[src/rtl/elapsed_timer_if.sv]
// Command/status bundle between the stopwatch front panel and the elapsed timer core.
interface elapsed_timer_if;
  logic        start;
  logic        stop;
  logic        clear;
  logic        capture;
  logic        show_capture;
  logic [31:0] total_seconds_elapsed;
  logic        running;
  logic        captured_valid;
  logic        tick_1hz;

  modport master (
    output start, stop, clear, capture, show_capture,
    input  total_seconds_elapsed, running, captured_valid, tick_1hz
  );

  modport slave (
    input  start, stop, clear, capture, show_capture,
    output total_seconds_elapsed, running, captured_valid, tick_1hz
  );
endinterface

[src/rtl/elapsed_timer_ctrl.sv]
// Run/pause/clear seconds counter with a one-shot breach timestamp and a
// registered display mux that feeds the 7-segment time decoder.
module elapsed_timer_ctrl #(
  parameter int unsigned CLK_FREQ    = 50000000,
  parameter int unsigned MAX_SECONDS = 86399
) (
  input  logic           CLOCK_50,
  input  logic           reset,
  elapsed_timer_if.slave bus
);

  localparam int unsigned        PRESC_W    = (CLK_FREQ > 1) ? $clog2(CLK_FREQ) : 1;
  localparam logic [PRESC_W-1:0] PRESC_LAST = PRESC_W'(CLK_FREQ - 1);
  localparam logic [31:0]        SEC_LAST   = 32'(MAX_SECONDS);

  typedef enum logic [1:0] {
    IDLE    = 2'd0,
    RUNNING = 2'd1,
    PAUSED  = 2'd2
  } state_t;

  state_t             state;
  state_t             state_next;
  logic [PRESC_W-1:0] prescaler;
  logic [31:0]        seconds;
  logic [31:0]        captured;
  logic [31:0]        display;
  logic               captured_valid;
  logic               tick;
  logic               running;
  logic               advance;
  logic               tick_due;
  logic               capture_take;

  // Next state and per-cycle enables; stop outranks start so a stop blocks any start.
  always_comb begin
    state_next   = state;
    advance      = 1'b0;
    tick_due     = 1'b0;
    capture_take = 1'b0;
    if (bus.clear) begin
      state_next = IDLE;
    end else if (bus.stop) begin
      if (state == RUNNING) begin
        state_next = PAUSED;
      end else begin
        state_next = state;
      end
    end else if (bus.start) begin
      case (state)
        IDLE:    state_next = RUNNING;
        PAUSED:  state_next = RUNNING;
        RUNNING: state_next = RUNNING;
        default: state_next = IDLE;
      endcase
    end else begin
      state_next = state;
    end
    advance      = (state == RUNNING) && !bus.stop && !bus.clear;
    tick_due     = advance && (prescaler == PRESC_LAST);
    capture_take = bus.capture && !captured_valid && (state != IDLE) && !bus.clear;
  end

  // State register.
  always_ff @(posedge CLOCK_50) begin
    if (reset) begin
      state <= IDLE;
    end else begin
      state <= state_next;
    end
  end

  // Prescaler, seconds counter, timestamp latch and registered outputs.
  always_ff @(posedge CLOCK_50) begin
    if (reset) begin
      prescaler      <= {PRESC_W{1'b0}};
      seconds        <= 32'd0;
      captured       <= 32'd0;
      captured_valid <= 1'b0;
      tick           <= 1'b0;
      running        <= 1'b0;
      display        <= 32'd0;
    end else begin
      running <= (state_next == RUNNING);
      if (bus.clear) begin
        prescaler      <= {PRESC_W{1'b0}};
        seconds        <= 32'd0;
        captured       <= 32'd0;
        captured_valid <= 1'b0;
        tick           <= 1'b0;
      end else begin
        tick <= tick_due;
        if (advance) begin
          prescaler <= tick_due ? {PRESC_W{1'b0}} : prescaler + PRESC_W'(1);
        end
        if (tick_due) begin
          seconds <= (seconds == SEC_LAST) ? 32'd0 : seconds + 32'd1;
        end
        // Timestamp takes the value seen this cycle, before any coincident increment.
        if (capture_take) begin
          captured       <= seconds;
          captured_valid <= 1'b1;
        end
      end
      display <= (bus.show_capture && captured_valid) ? captured : seconds;
    end
  end

  assign bus.total_seconds_elapsed = display;
  assign bus.running               = running;
  assign bus.captured_valid        = captured_valid;
  assign bus.tick_1hz              = tick;

endmodule
[src/flat_wrapper.sv]
// flat-port wrapper written by rule: the top's interface ports become plain ports
module elapsed_timer_ctrl_flat 
#(
  parameter int unsigned CLK_FREQ    = 50000000,
  parameter int unsigned MAX_SECONDS = 86399
)
  (CLOCK_50, reset, bus_start, bus_stop, bus_clear, bus_capture, bus_show_capture, bus_total_seconds_elapsed, bus_running, bus_captured_valid, bus_tick_1hz);
  elapsed_timer_if bus_i ();
  input  logic CLOCK_50;
  input  logic reset;
  input wire logic [$bits(bus_i.start)-1:0] bus_start;
  input wire logic [$bits(bus_i.stop)-1:0] bus_stop;
  input wire logic [$bits(bus_i.clear)-1:0] bus_clear;
  input wire logic [$bits(bus_i.capture)-1:0] bus_capture;
  input wire logic [$bits(bus_i.show_capture)-1:0] bus_show_capture;
  output wire logic [$bits(bus_i.total_seconds_elapsed)-1:0] bus_total_seconds_elapsed;
  output wire logic [$bits(bus_i.running)-1:0] bus_running;
  output wire logic [$bits(bus_i.captured_valid)-1:0] bus_captured_valid;
  output wire logic [$bits(bus_i.tick_1hz)-1:0] bus_tick_1hz;
  assign bus_i.start = bus_start;
  assign bus_i.stop = bus_stop;
  assign bus_i.clear = bus_clear;
  assign bus_i.capture = bus_capture;
  assign bus_i.show_capture = bus_show_capture;
  assign bus_total_seconds_elapsed = bus_i.total_seconds_elapsed;
  assign bus_running = bus_i.running;
  assign bus_captured_valid = bus_i.captured_valid;
  assign bus_tick_1hz = bus_i.tick_1hz;
  elapsed_timer_ctrl #(.CLK_FREQ(CLK_FREQ), .MAX_SECONDS(MAX_SECONDS)) u_core (.CLOCK_50(CLOCK_50), .reset(reset), .bus(bus_i));
endmodule
[config.mk]
export PLATFORM = sky130hd
export DESIGN_NAME = elapsed_timer_ctrl_flat
export DESIGN_NICKNAME = d
export VERILOG_FILES = /design/src/rtl/elapsed_timer_if.sv /design/src/rtl/elapsed_timer_ctrl.sv /design/src/flat_wrapper.sv
export SDC_FILE = /design/constraint.sdc
export NUM_CORES = 1
export LEC_CHECK = 0
export BUFFER_PORTS_ARGS = -buffer_cell sky130_fd_sc_hd__buf_2
export CAP_MARGIN = 20
export CORE_UTILIZATION = 54
export CTS_CLUSTER_SIZE = 14
export DETAILED_ROUTE_END_ITERATION = 7
export PLACE_DENSITY_LB_ADDON = 0.05
export SYNTH_ARGS = -nofsm -noshare
export SYNTH_HDL_FRONTEND = slang
export SYNTH_SLANG_ARGS = --single-unit
[constraint.sdc]
create_clock -name CLOCK_50 -period 2.4 [get_ports CLOCK_50]
set_clock_uncertainty 0.05 [all_clocks]
set_input_delay 0.48 -clock CLOCK_50 [delete_from_list [all_inputs] [get_ports CLOCK_50]]
set_output_delay 0.48 -clock CLOCK_50 [all_outputs]
set_load 0.01 [all_outputs]
# Yosys cells after proc, flatten, opt, wreduce, memory -nomap -nowiden
# Cells that the tools add are included.
[op_classes]
n_eq_ne = 5
n_addsub = 2
muxes = 8
n_reduce_logical = 14
[op_table]
columns = ["cell", "count"]
rows = [
  ["$mux 32", 2],
  ["$add 32x1->32 const B", 1],
  ["$eq 32x17->1 const B", 1],
  ["$add 26x1->26 const B", 1],
  ["$eq 26x26->1 const B", 1],
  ["$mux 26", 1],
  ["$mux 2", 4],
  ["$logic_and 1x1->1", 7],
  ["$eq 2x1->1 const B", 2],
  ["$logic_not 1->1", 3],
  ["$reduce_or 3->1", 1],
  ["$eq 2x2->1 const B", 1],
  ["$logic_not 2->1", 1],
  ["$reduce_bool 2->1", 1],
  ["$reduce_or 2->1", 1],
  ["$mux 1", 1],
]
[totals]
out_inout_bits = 35
reg_bits = 127
in_bits = 7

# Longest topological paths before layout
# Gate-level depths: netlist of run 1.
[logic_depth]
ltp_word = 7
ltp_mapped = 9
ltp_nobuf = 6

# Least setup slack after synthesis of run 1
# Ideal clock, no wire load.
[synth_path]
path_kind = "input to register"
startpoint = "input port bus_stop"
endpoint = "register u_core.seconds[9]"
required_ps = 2280
arrival_time_ps = 2330
setup_time_ps = 70
stages = 5
path_buffers = 0
setup_slack_ps = -51
path_cell_list = "or4b_1 -> nor4_2 -> nand2_1 -> or4_1 -> a21oi_1"
[synth_between]
elab_chain_len = 4
[synth_lines]
columns = ["item", "line_no", "text"]
rows = [
  ["from (decl)", "flat_wrapper.sv:12", "input wire logic [$bits(bus_i.stop)-1:0] bus_stop;"],
  ["$logic_not 1->1", "elapsed_timer_ctrl.sv:59", "advance = (state == RUNNING) && !bus.stop && !bus.clear;"],
  ["$logic_and 1x1->1 (2 in a row)", "elapsed_timer_ctrl.sv:59", ""],
  ["$logic_and 1x1->1", "elapsed_timer_ctrl.sv:60", "tick_due = advance && (prescaler == PRESC_LAST);"],
  ["to (signal assigned)", "elapsed_timer_ctrl.sv:97", "seconds <= (seconds == SEC_LAST) ? 32'd0 : seconds + 32'd1;"],
  ["to (decl)", "elapsed_timer_ctrl.sv:25", "logic [31:0] seconds;"],
]
# Every way passes these cells.
# A chain may end at the register's enable or synchronous reset.

# Final worst setup path of run 1
[layout_path]
startpoint = "register u_core.prescaler[16]"
endpoint = "register u_core.seconds[14]"
[layout_between]
elab_chain_len = 2
[layout_lines]
columns = ["item", "line_no", "text"]
rows = [
  ["from (decl)", "elapsed_timer_ctrl.sv:24", "logic [PRESC_W-1:0] prescaler;"],
  ["from (signal assigned)", "elapsed_timer_ctrl.sv:76", "prescaler <= {PRESC_W{1'b0}};"],
  ["from (signal assigned)", "elapsed_timer_ctrl.sv:86", "prescaler <= {PRESC_W{1'b0}};"],
  ["from (signal assigned)", "elapsed_timer_ctrl.sv:94", "prescaler <= tick_due ? {PRESC_W{1'b0}} : prescaler + PRESC_W'(1);"],
  ["$eq 26x26->1", "elapsed_timer_ctrl.sv:60", ""],
  ["$logic_and 1x1->1", "elapsed_timer_ctrl.sv:60", ""],
]
# Every way passes these cells.

==> impl_metrics.json, run 1 <==
{
  "grt_max_degree": 44,
  "p_leak_nw": 2.314,
  "antenna_found_initial": 0,
  "min_from": "bus_stop",
  "first_iter_violations": 209,
  "die_y_um": 102.5,
  "syn-instance-count": 685,
  "grt_usage_pct": 26.43,
  "wl_um": 13030,
  "ys_types": 48,
  "drv_slew": 0,
  "ys_seq_elements": 127,
  "worst_setup_path_start_kind": "flip-flop",
  "synthFlopType": "dfxtp_1",
  "viasPerCell": 5.657,
  "ys_warn_count": 0,
  "row_count": 36,
  "num-fill-cells": 817,
  "mostFrequentLayoutCell": "nand2_1",
  "drcViolationCount": 0,
  "gr-total-overflow": 0,
  "min_period_ps": 2361,
  "fmax_ghz": 0.4235,
  "syn_nets": 694,
  "dp_hpwl_um": 8893,
  "setup_violations": 0,
  "core_um2": 9774,
  "synth_edf_count": 0,
  "avgSynthCellArea_um2": 7.966,
  "required_ps": 2800,
  "die_width_um": 102.5,
  "rsz0062_at_grt": "yes",
  "dp_cells": 875,
  "nets": 773,
  "hold_slack_ps": 226.5,
  "crit_chain": "or4b_4 -> or4_4 -> nor4_4 -> or4b_1 -> a21oi_1",
  "crit_fanout": 4,
  "wl_per_cell_um": 14.39,
  "grt_first_pass_wirelength_um": 21650,
  "worstSetupStartpoint": "u_core.prescaler[16]",
  "p_per_area_nw_per_um2": 666.6,
  "syn_area_um2": 5456,
  "slew_headroom_pct": 43.52,
  "status": "finished, final reports clean",
  "crit_slowest_cell": "or4_4",
  "r2r-start": "u_core.prescaler[16]",
  "final_cell_mix": "164 x nand2_1, 127 x dfxtp_1, 82 x a21oi_1",
  "cts_buffer_depth": 2,
  "antennaDiodeCount": 0,
  "antenna_left": 0,
  "start_util_pct": 55.82,
  "async_flop_share_pct": 0,
  "path_delay_family": "simple AND/OR/NAND/NOR gates",
  "clock_latency_ps": 520,
  "ir_drop_uv": 685.3,
  "crit_path_end_kind": "flip-flop",
  "multi_input_area_um2": 2724,
  "numCtsBuffers": 17,
  "drive_gt1_share_pct": 19.28,
  "cts_root_buf": "clkbuf_8",
  "arrival_ps": 2760,
  "globalplace.congestion": 0.8871,
  "min_period_over_period_pct": 98.38,
  "grt_pass1_vias": 4628,
  "drt-pass1-iter-count": 5,
  "ios": 42,
  "clock_sinks": 127,
  "finalNonFillerCells": 906,
  "vias": 5125,
  "regArea_um2": 2542,
  "crit_path_max_incr_delay_ps": 580,
  "io_buffer_count": 41,
  "crit_buf_inv": 0,
  "seq_area_frac_synth_pct": 46.59,
  "h-tree-depth": 4,
  "critPathKind": "reg -> reg",
  "hp-class": "in -> reg",
  "hold_violations": 0,
  "area.growth.synth_to_final_pct": 22.95,
  "cts_tree": "built",
  "tightest_slew_ps": 847.3,
  "drv_cap": 0,
  "dieArea_um2": 10510,
  "cts.clk_slew.worst_paths_ps": 60
}
==> metal layers <==
layer	up-vias	track usage [%]	wire length [um]
li1	2536	-	-
met1	2402	33.77	5795
met2	164	43.38	6260
met3	23	6.373	738
met4	0	9.780	240
met5	-	0	0
==> sequential cells by signal, indices dropped and copies added, names as in the netlist <==
signal,count
u_core.bus.running,1
u_core.prescaler,26
u_core.captured,32
u_core.bus.total_seconds_elapsed,32
u_core.bus.tick_1hz,1
u_core.state,2
u_core.bus.captured_valid,1
u_core.seconds,32
==> synthesized netlist by cell type (all sizes together), types with 5 or more instances <==
master | instances | area share [%]
clkbuf | 43 | 3.0
nand3 | 28 | 2.6
o21ai | 12 | 1.1
o31ai | 6 | 0.83
o211ai | 5 | 0.69
nor2 | 35 | 2.4
and3 | 11 | 1.3
inv | 11 | 0.76
nand4 | 16 | 1.8
or4b | 5 | 0.99
or3 | 8 | 0.92
and2 | 5 | 0.57
dfxtp | 127 | 47
nand2 | 164 | 11
or4 | 11 | 1.6
nor4 | 20 | 2.8
a31oi | 16 | 1.8
nor3 | 16 | 1.5
a21oi | 83 | 7.6
xnor2 | 23 | 3.7
xor2 | 9 | 1.4
==> final timing paths <==
path	to	slack, ps	cells past startpoint
hold reg to reg	u_core.bus.total_seconds_elapsed[27]	400	2
setup reg to reg	u_core.seconds[14]	40	5
setup / recovery	u_core.seconds[14]	40	5
hold / removal	u_core.bus.running	230	3
==> cell type report <==
cell class	instances	area share, %
clock inverters	6	0.9325
inverters	11	0.6154
clock buffers	22	6.900
flip-flops and latches	127	37.90
multi-input cells	501	40.60
well taps	133	2.480
repair buffers	106	10.57
==> stage by stage <==
step | TNS (ps) | util, % | instance area, um2 | total power [W] | worst slack (ps)
after floorplan | 0 | - | 5465 | 0.002199 | 5.076
after global placement | -353.5 | 62.79 | 6137 | 0.002234 | -101.7
after detailed placement | -911.2 | 62.79 | 6137 | 0.002235 | -169.0
after CTS | 0 | 68.16 | 6663 | 0.004504 | 0.6470
after global routing | -69.52 | 68.64 | 6709 | 0.004617 | -41.07
final | 0 | 68.64 | 6709 | 0.004472 | 38.99
==> what timing repair did <==
item / 4_1_cts / 5_1_grt
setup buffers: 0 / 3
setup endpoints to repair: 0 / 20
hold buffers: 0 / 0
gates resized for setup: 0 / 5
==> cells by family (layout without fill, tap and decap cells) <==
family | count (synthesis) | after routing | share of synthesized area (%)
simple gates | 337 | 337 | 30.34
compound gates | 129 | 129 | 13.19
fa+ha+maj | 2 | 2 | 0.4585
xor+xnor | 32 | 32 | 5.136
flops | 127 | 127 | 46.59
mux | 1 | 1 | 0.1835
buf+inv | 57 | 145 | 4.104
==> where the power goes <==
part / total, W / switching [W] / internal, W
clock network: 0.00228 / 0.000856 / 0.00143
registers: 0.00211 / 0.000000877 / 0.00211
logic: 0.0000790 / 0.0000572 / 0.0000217
==> worst reg2reg max path: cells and delay by family, from the launching register on <==
| kind | cells | cell delay, ps |
|---|---|---|
| AO/OA/AOI/OAI | 1 | 160 |
| flip-flops | 1 | 310 |
| AND/OR/NAND/NOR | 4 | 1790 |
(Power assumes the default switching activity.)
==> run 2: changes to the inputs <==
--- a/config.mk
+++ b/config.mk
@@ -7,7 +7,7 @@
 export LEC_CHECK = 0
 export BUFFER_PORTS_ARGS = -buffer_cell sky130_fd_sc_hd__buf_2
 export CAP_MARGIN = 20
-export CORE_UTILIZATION = 54
+export CORE_UTILIZATION = 61
 export CTS_CLUSTER_SIZE = 14
 export DETAILED_ROUTE_END_ITERATION = 7
 export PLACE_DENSITY_LB_ADDON = 0.05
==> constraint.sdc (replaced) <==
create_clock -name CLOCK_50 -period 2.85 [get_ports CLOCK_50]
set_clock_uncertainty 0.05 [all_clocks]
set_input_delay 0.57 -clock CLOCK_50 [delete_from_list [all_inputs] [get_ports CLOCK_50]]
set_output_delay 0.57 -clock CLOCK_50 [all_outputs]
set_load 0.01 [all_outputs]
==> impl_metrics.json, run 2 (synthesis results as in run 1) <==
{
  "status": "finished, final reports clean",
  "pwr-share-clk_pct": 54.6,
  "min_period_over_period_pct": 91.43,
  "p_per_area_nw_per_um2": 634.7,
  "crit_path_end_kind": "flip-flop",
  "arrival_ps": 3000,
  "fmax_ghz": 0.3838,
  "crit_path_max_incr_delay_ps": 590,
  "clock_latency_ps": 510,
  "numCtsBuffers": 17,
  "ctsHoldBuffers": 0,
  "drcViolationCount": 0,
  "p_seq_share_pct": 43.8,
  "grt_max_degree": 33,
  "cts_buffer_depth": 2,
  "cts.clk_slew.worst_paths_ps": 60,
  "h-tree-depth": 4,
  "pwr-share-comb_pct": 1.6,
  "grt_first_pass_wirelength_um": 21510,
  "gr-total-overflow": 0,
  "io_buffer_count": 41,
  "drive_gt1_share_pct": 14.34,
  "crit_chain": "or4b_4 -> or4_4 -> nor4_2 -> or4b_1 -> a21oi_1",
  "r2r_slack_ps": 240,
  "pre_cts_slack_ps": 176.8,
  "die_y_um": 96.58,
  "grt_pass1_vias": 4546,
  "drv_slew": 0,
  "mostFrequentLayoutCell": "nand2_1",
  "globalplace.congestion": 0.9331,
  "antenna_left": 0,
  "p_leak_nw": 2.081,
  "final_cell_mix": "164 x nand2_1, 127 x dfxtp_1, 83 x a21oi_1",
  "tightest_slew_ps": 840.7,
  "hold_slack_ps": 255.3,
  "core_um2": 8678,
  "rsz0062_at_grt": "no",
  "grt_usage_pct": 29.95,
  "row_count": 34,
  "postCtsSetupBuffers": 0,
  "nets": 728,
  "first_iter_violations": 383,
  "worstSetupStartpoint": "u_core.prescaler[16]",
  "netSwitchingFraction_pct": 20.74,
  "die_width_um": 96.58,
  "setup_violations": 0,
  "crit_slowest_cell": "or4b_4",
  "wl_per_cell_um": 15.88,
  "p_int_w": 0.003216,
  "cts_tree": "built",
  "vias": 5054,
  "num-fill-cells": 684,
  "cts_root_buf": "clkbuf_8",
  "start_util_pct": 62.87,
  "crit_end": "u_core.seconds[14]",
  "fin_setup_tns_ps": 0,
  "slew_headroom_pct": 43.96,
  "viasPerCell": 6.017,
  "finalWorstSetupSlack_ps": 244.2,
  "dp_hpwl_um": 8853,
  "reg2regPathDepth": 5,
  "r2r-start": "u_core.prescaler[16]",
  "ir_drop_uv": 412.3,
  "ios": 42,
  "required_ps": 3240,
  "postCtsResizedCells": 0,
  "drv_cap": 0,
  "r2r_end": "u_core.seconds[14]",
  "antennaDiodeCount": 0,
  "min_period_ps": 2606,
  "critPathKind": "reg -> reg",
  "worst_setup_path_start_kind": "flip-flop",
  "crit_fanout": 6,
  "clock_sinks": 127,
  "hold_violations": 0,
  "dieArea_um2": 9328,
  "wl_um": 13340,
  "p_switching_w": 0.0008416,
  "drt-pass1-iter-count": 5,
  "antenna_found_initial": 0,
  "hp-class": "in -> reg",
  "area.growth.synth_to_final_pct": 17.15
}
[run 2: how the worst min path moves through the flow]
stage | start | to | slack, ps | cells past startpoint
2_1_floorplan | u_core.captured[31] | u_core.bus.total_seconds_elapsed[31] | 380 | 2
3_3_place_gp | u_core.captured[17] | u_core.bus.total_seconds_elapsed[17] | 390 | 2
3_5_place_dp | u_core.captured[2] | u_core.bus.total_seconds_elapsed[2] | 390 | 2
4_1_cts | bus_stop | u_core.bus.running | 240 | 2
5_1_grt | bus_stop | u_core.bus.running | 260 | 2
6_report | bus_stop | u_core.bus.running | 260 | 2
[run 2: routing by layer]
| metal | up-vias | wire length, um | share of wire (%) | GRT usage, % |
|---|---|---|---|---|
| met5 | - | 0 | 0 | 0 |
| met4 | 0 | 327 | 2.5 | 12.50 |
| met3 | 34 | 791 | 5.9 | 5.556 |
| met2 | 202 | 6529 | 49 | 49.71 |
| met1 | 2357 | 5693 | 43 | 38.15 |
| li1 | 2461 | - | - | - |
[run 2: through the flow]
stage | util [%] | total power, W | std cells | cell area, um2
3_5_place_dp | 66.62 | 0.001880 | 808 | 5782
3_3_place_gp | 66.62 | 0.001879 | 808 | 5782
4_1_cts | 73.66 | 0.004079 | 840 | 6392
5_1_grt | 73.66 | 0.004159 | 840 | 6392
2_1_floorplan | - | 0.001852 | 685 | 5456
6_report | 73.66 | 0.004057 | 840 | 6392
[run 2: power groups by stage]
stage                     combinational, W  sequential (W)  clock (W)
after detailed placement         0.0000628         0.00182          0
after floorplan                  0.0000348         0.00182          0
final                            0.0000631         0.00178    0.00222
after CTS                        0.0000629         0.00178    0.00224
after global placement           0.0000616         0.00182          0
after global routing             0.0000673         0.00178    0.00231
[run 2: layout make-up]
cell class / instances / area (um2) / area share [%]
clock buffers: 19 / 421.7 / 6.596
clock inverters: 13 / 188.9 / 2.956
inverters: 11 / 41.29 / 0.6459
multi-input cells: 501 / 2695 / 42.16
flip-flops and latches: 127 / 2542 / 39.77
well taps: 108 / 135.1 / 2.114
repair buffers: 61 / 367.9 / 5.755
[run 2: critical path, delay by kind of cell, from the launching register on]
kind | cells | cell delay (ps)
compound gates | 1 | 140
flops | 1 | 370
simple gates | 4 | 1970
==> run 3: changes to the inputs <==
--- a/config.mk
+++ b/config.mk
@@ -11,6 +11,7 @@
 export CTS_CLUSTER_SIZE = 14
 export DETAILED_ROUTE_END_ITERATION = 7
 export PLACE_DENSITY_LB_ADDON = 0.05
+export REMOVE_ABC_BUFFERS = 1
 export SYNTH_ARGS = -nofsm -noshare
 export SYNTH_HDL_FRONTEND = slang
 export SYNTH_SLANG_ARGS = --single-unit
==> impl_metrics.json, run 3 (synthesis results as in run 1) <==
{
  "numCtsBuffers": 17,
  "tightest_slew_ps": 822.4,
  "grtUsageMet3_pct": 6.103,
  "arrival_ps": 2980,
  "antennaDiodeCount": 0,
  "drive_gt1_share_pct": 15.29,
  "nets": 735,
  "postCtsSetupBuffers": 0,
  "wl_per_cell_um": 16.20,
  "crit_path_end_kind": "flip-flop",
  "ios": 42,
  "fin_util_pct": 74.21,
  "rsz0062_at_grt": "no",
  "dieArea_um2": 9328,
  "r2r_slack_ps": 270,
  "ctsHoldBuffers": 0,
  "crit_fanout": 6,
  "required_ps": 3250,
  "postCtsResizedCells": 0,
  "grt_pass1_vias": 4606,
  "slew_headroom_pct": 45.17,
  "cts_buffer_depth": 2,
  "drcViolationCount": 0,
  "viasPerCell": 6.080,
  "grt_max_degree": 33,
  "die_width_um": 96.58,
  "min_period_over_period_pct": 90.52,
  "critPathKind": "reg -> reg",
  "row_count": 34,
  "p_per_area_nw_per_um2": 636.8,
  "antenna_found_initial": 0,
  "cts_tree": "built",
  "first_iter_violations": 325,
  "area.growth.synth_to_final_pct": 18.02,
  "fmax_ghz": 0.3876,
  "fin_area_um2": 6440,
  "regArea_um2": 2542,
  "start_util_pct": 62.87,
  "globalplace.congestion": 0.8763,
  "hp-class": "in -> reg",
  "cts.clk_slew.worst_paths_ps": 60,
  "grtUsageMet2_pct": 52.35,
  "num-fill-cells": 660,
  "io_buffer_count": 41,
  "status": "finished, final reports clean",
  "gr-total-overflow": 0,
  "drv_cap": 0,
  "die_y_um": 96.58,
  "grt_first_pass_wirelength_um": 22380,
  "placed_cell_area_um2": 5822,
  "hold_violations": 0,
  "mostFrequentLayoutCell": "nand2_1",
  "grt_use_met1_pct": 39.88,
  "worst_setup_path_start_kind": "flip-flop",
  "ir_drop_uv": 371.2,
  "clock_sinks": 127,
  "vias": 5150,
  "setup_violations": 0,
  "antenna_left": 0,
  "h-tree-depth": 4,
  "top_usage_layer": "met2",
  "drt-pass1-iter-count": 5,
  "grt_usage_pct": 31.51,
  "fin_setup_tns_ps": 0,
  "core_um2": 8678,
  "min_period_ps": 2580,
  "dp_hpwl_um": 8809,
  "cts_root_buf": "clkbuf_8",
  "drv_slew": 0,
  "multi_input_area_um2": 2695,
  "power_w": 0.004101,
  "p_leak_nw": 2.124,
  "final_cell_mix": "164 x nand2_1, 127 x dfxtp_1, 83 x a21oi_1",
  "clock_latency_ps": 520,
  "wl_um": 13720
}
[run 3: changes by cell type in the layout (fill, tap and decap cells not counted), sizes merged]
cell	delta
clkinvlp	-1
inv	+1
buf	+7
[run 3: worst paths after layout]
kind | startpoint | endpoint | cells after the start
hold reg to reg | u_core.captured[20] | u_core.bus.total_seconds_elapsed[20] | 2
setup / recovery | u_core.prescaler[16] | u_core.seconds[14] | 5
setup reg to reg | u_core.prescaler[16] | u_core.seconds[14] | 5
hold / removal | bus_stop | u_core.bus.running | 2
[run 3: critical path, cell delays in order, from the launching register on]
cell,delay [ps]
dfxtp_1,360
or4b_4,580
or4_4,560
nor4_2,320
or4b_1,470
a21oi_1,160
[run 3: per-stage QoR]
step	instances	worst slack [ps]	hold WS (ps)
floorplan	639	169.8	376.0
global placement	815	248.1	386.9
detailed placement	815	171.8	394.7
CTS	847	289.4	247.1
global route	847	152.2	261.9
finish	847	270.1	252.2
[run 3: layer usage]
layer | share of wire (%) | vias to the layer above | wire [um]
met3 | 4.9 | 31 | 672
met5 | 0 | - | 0
li1 | - | 2477 | -
met1 | 44 | 2468 | 6016
met2 | 49 | 174 | 6767
met4 | 1.9 | 0 | 267
[run 3: where the power goes]
part	internal (W)	switching, W
Clock	0.00145	0.000815
Sequential	0.00178	0.00000136
Combinational	0.0000147	0.0000470
[run 3: area by class of cell]
type,count,share of cell area (%)
clock inverter,13,2.895
sequential,127,39.48
multi-input combinational,501,41.85
clock buffer,19,6.703
tap,108,2.098
inverter,11,0.6411
timing repair buffer,68,6.334
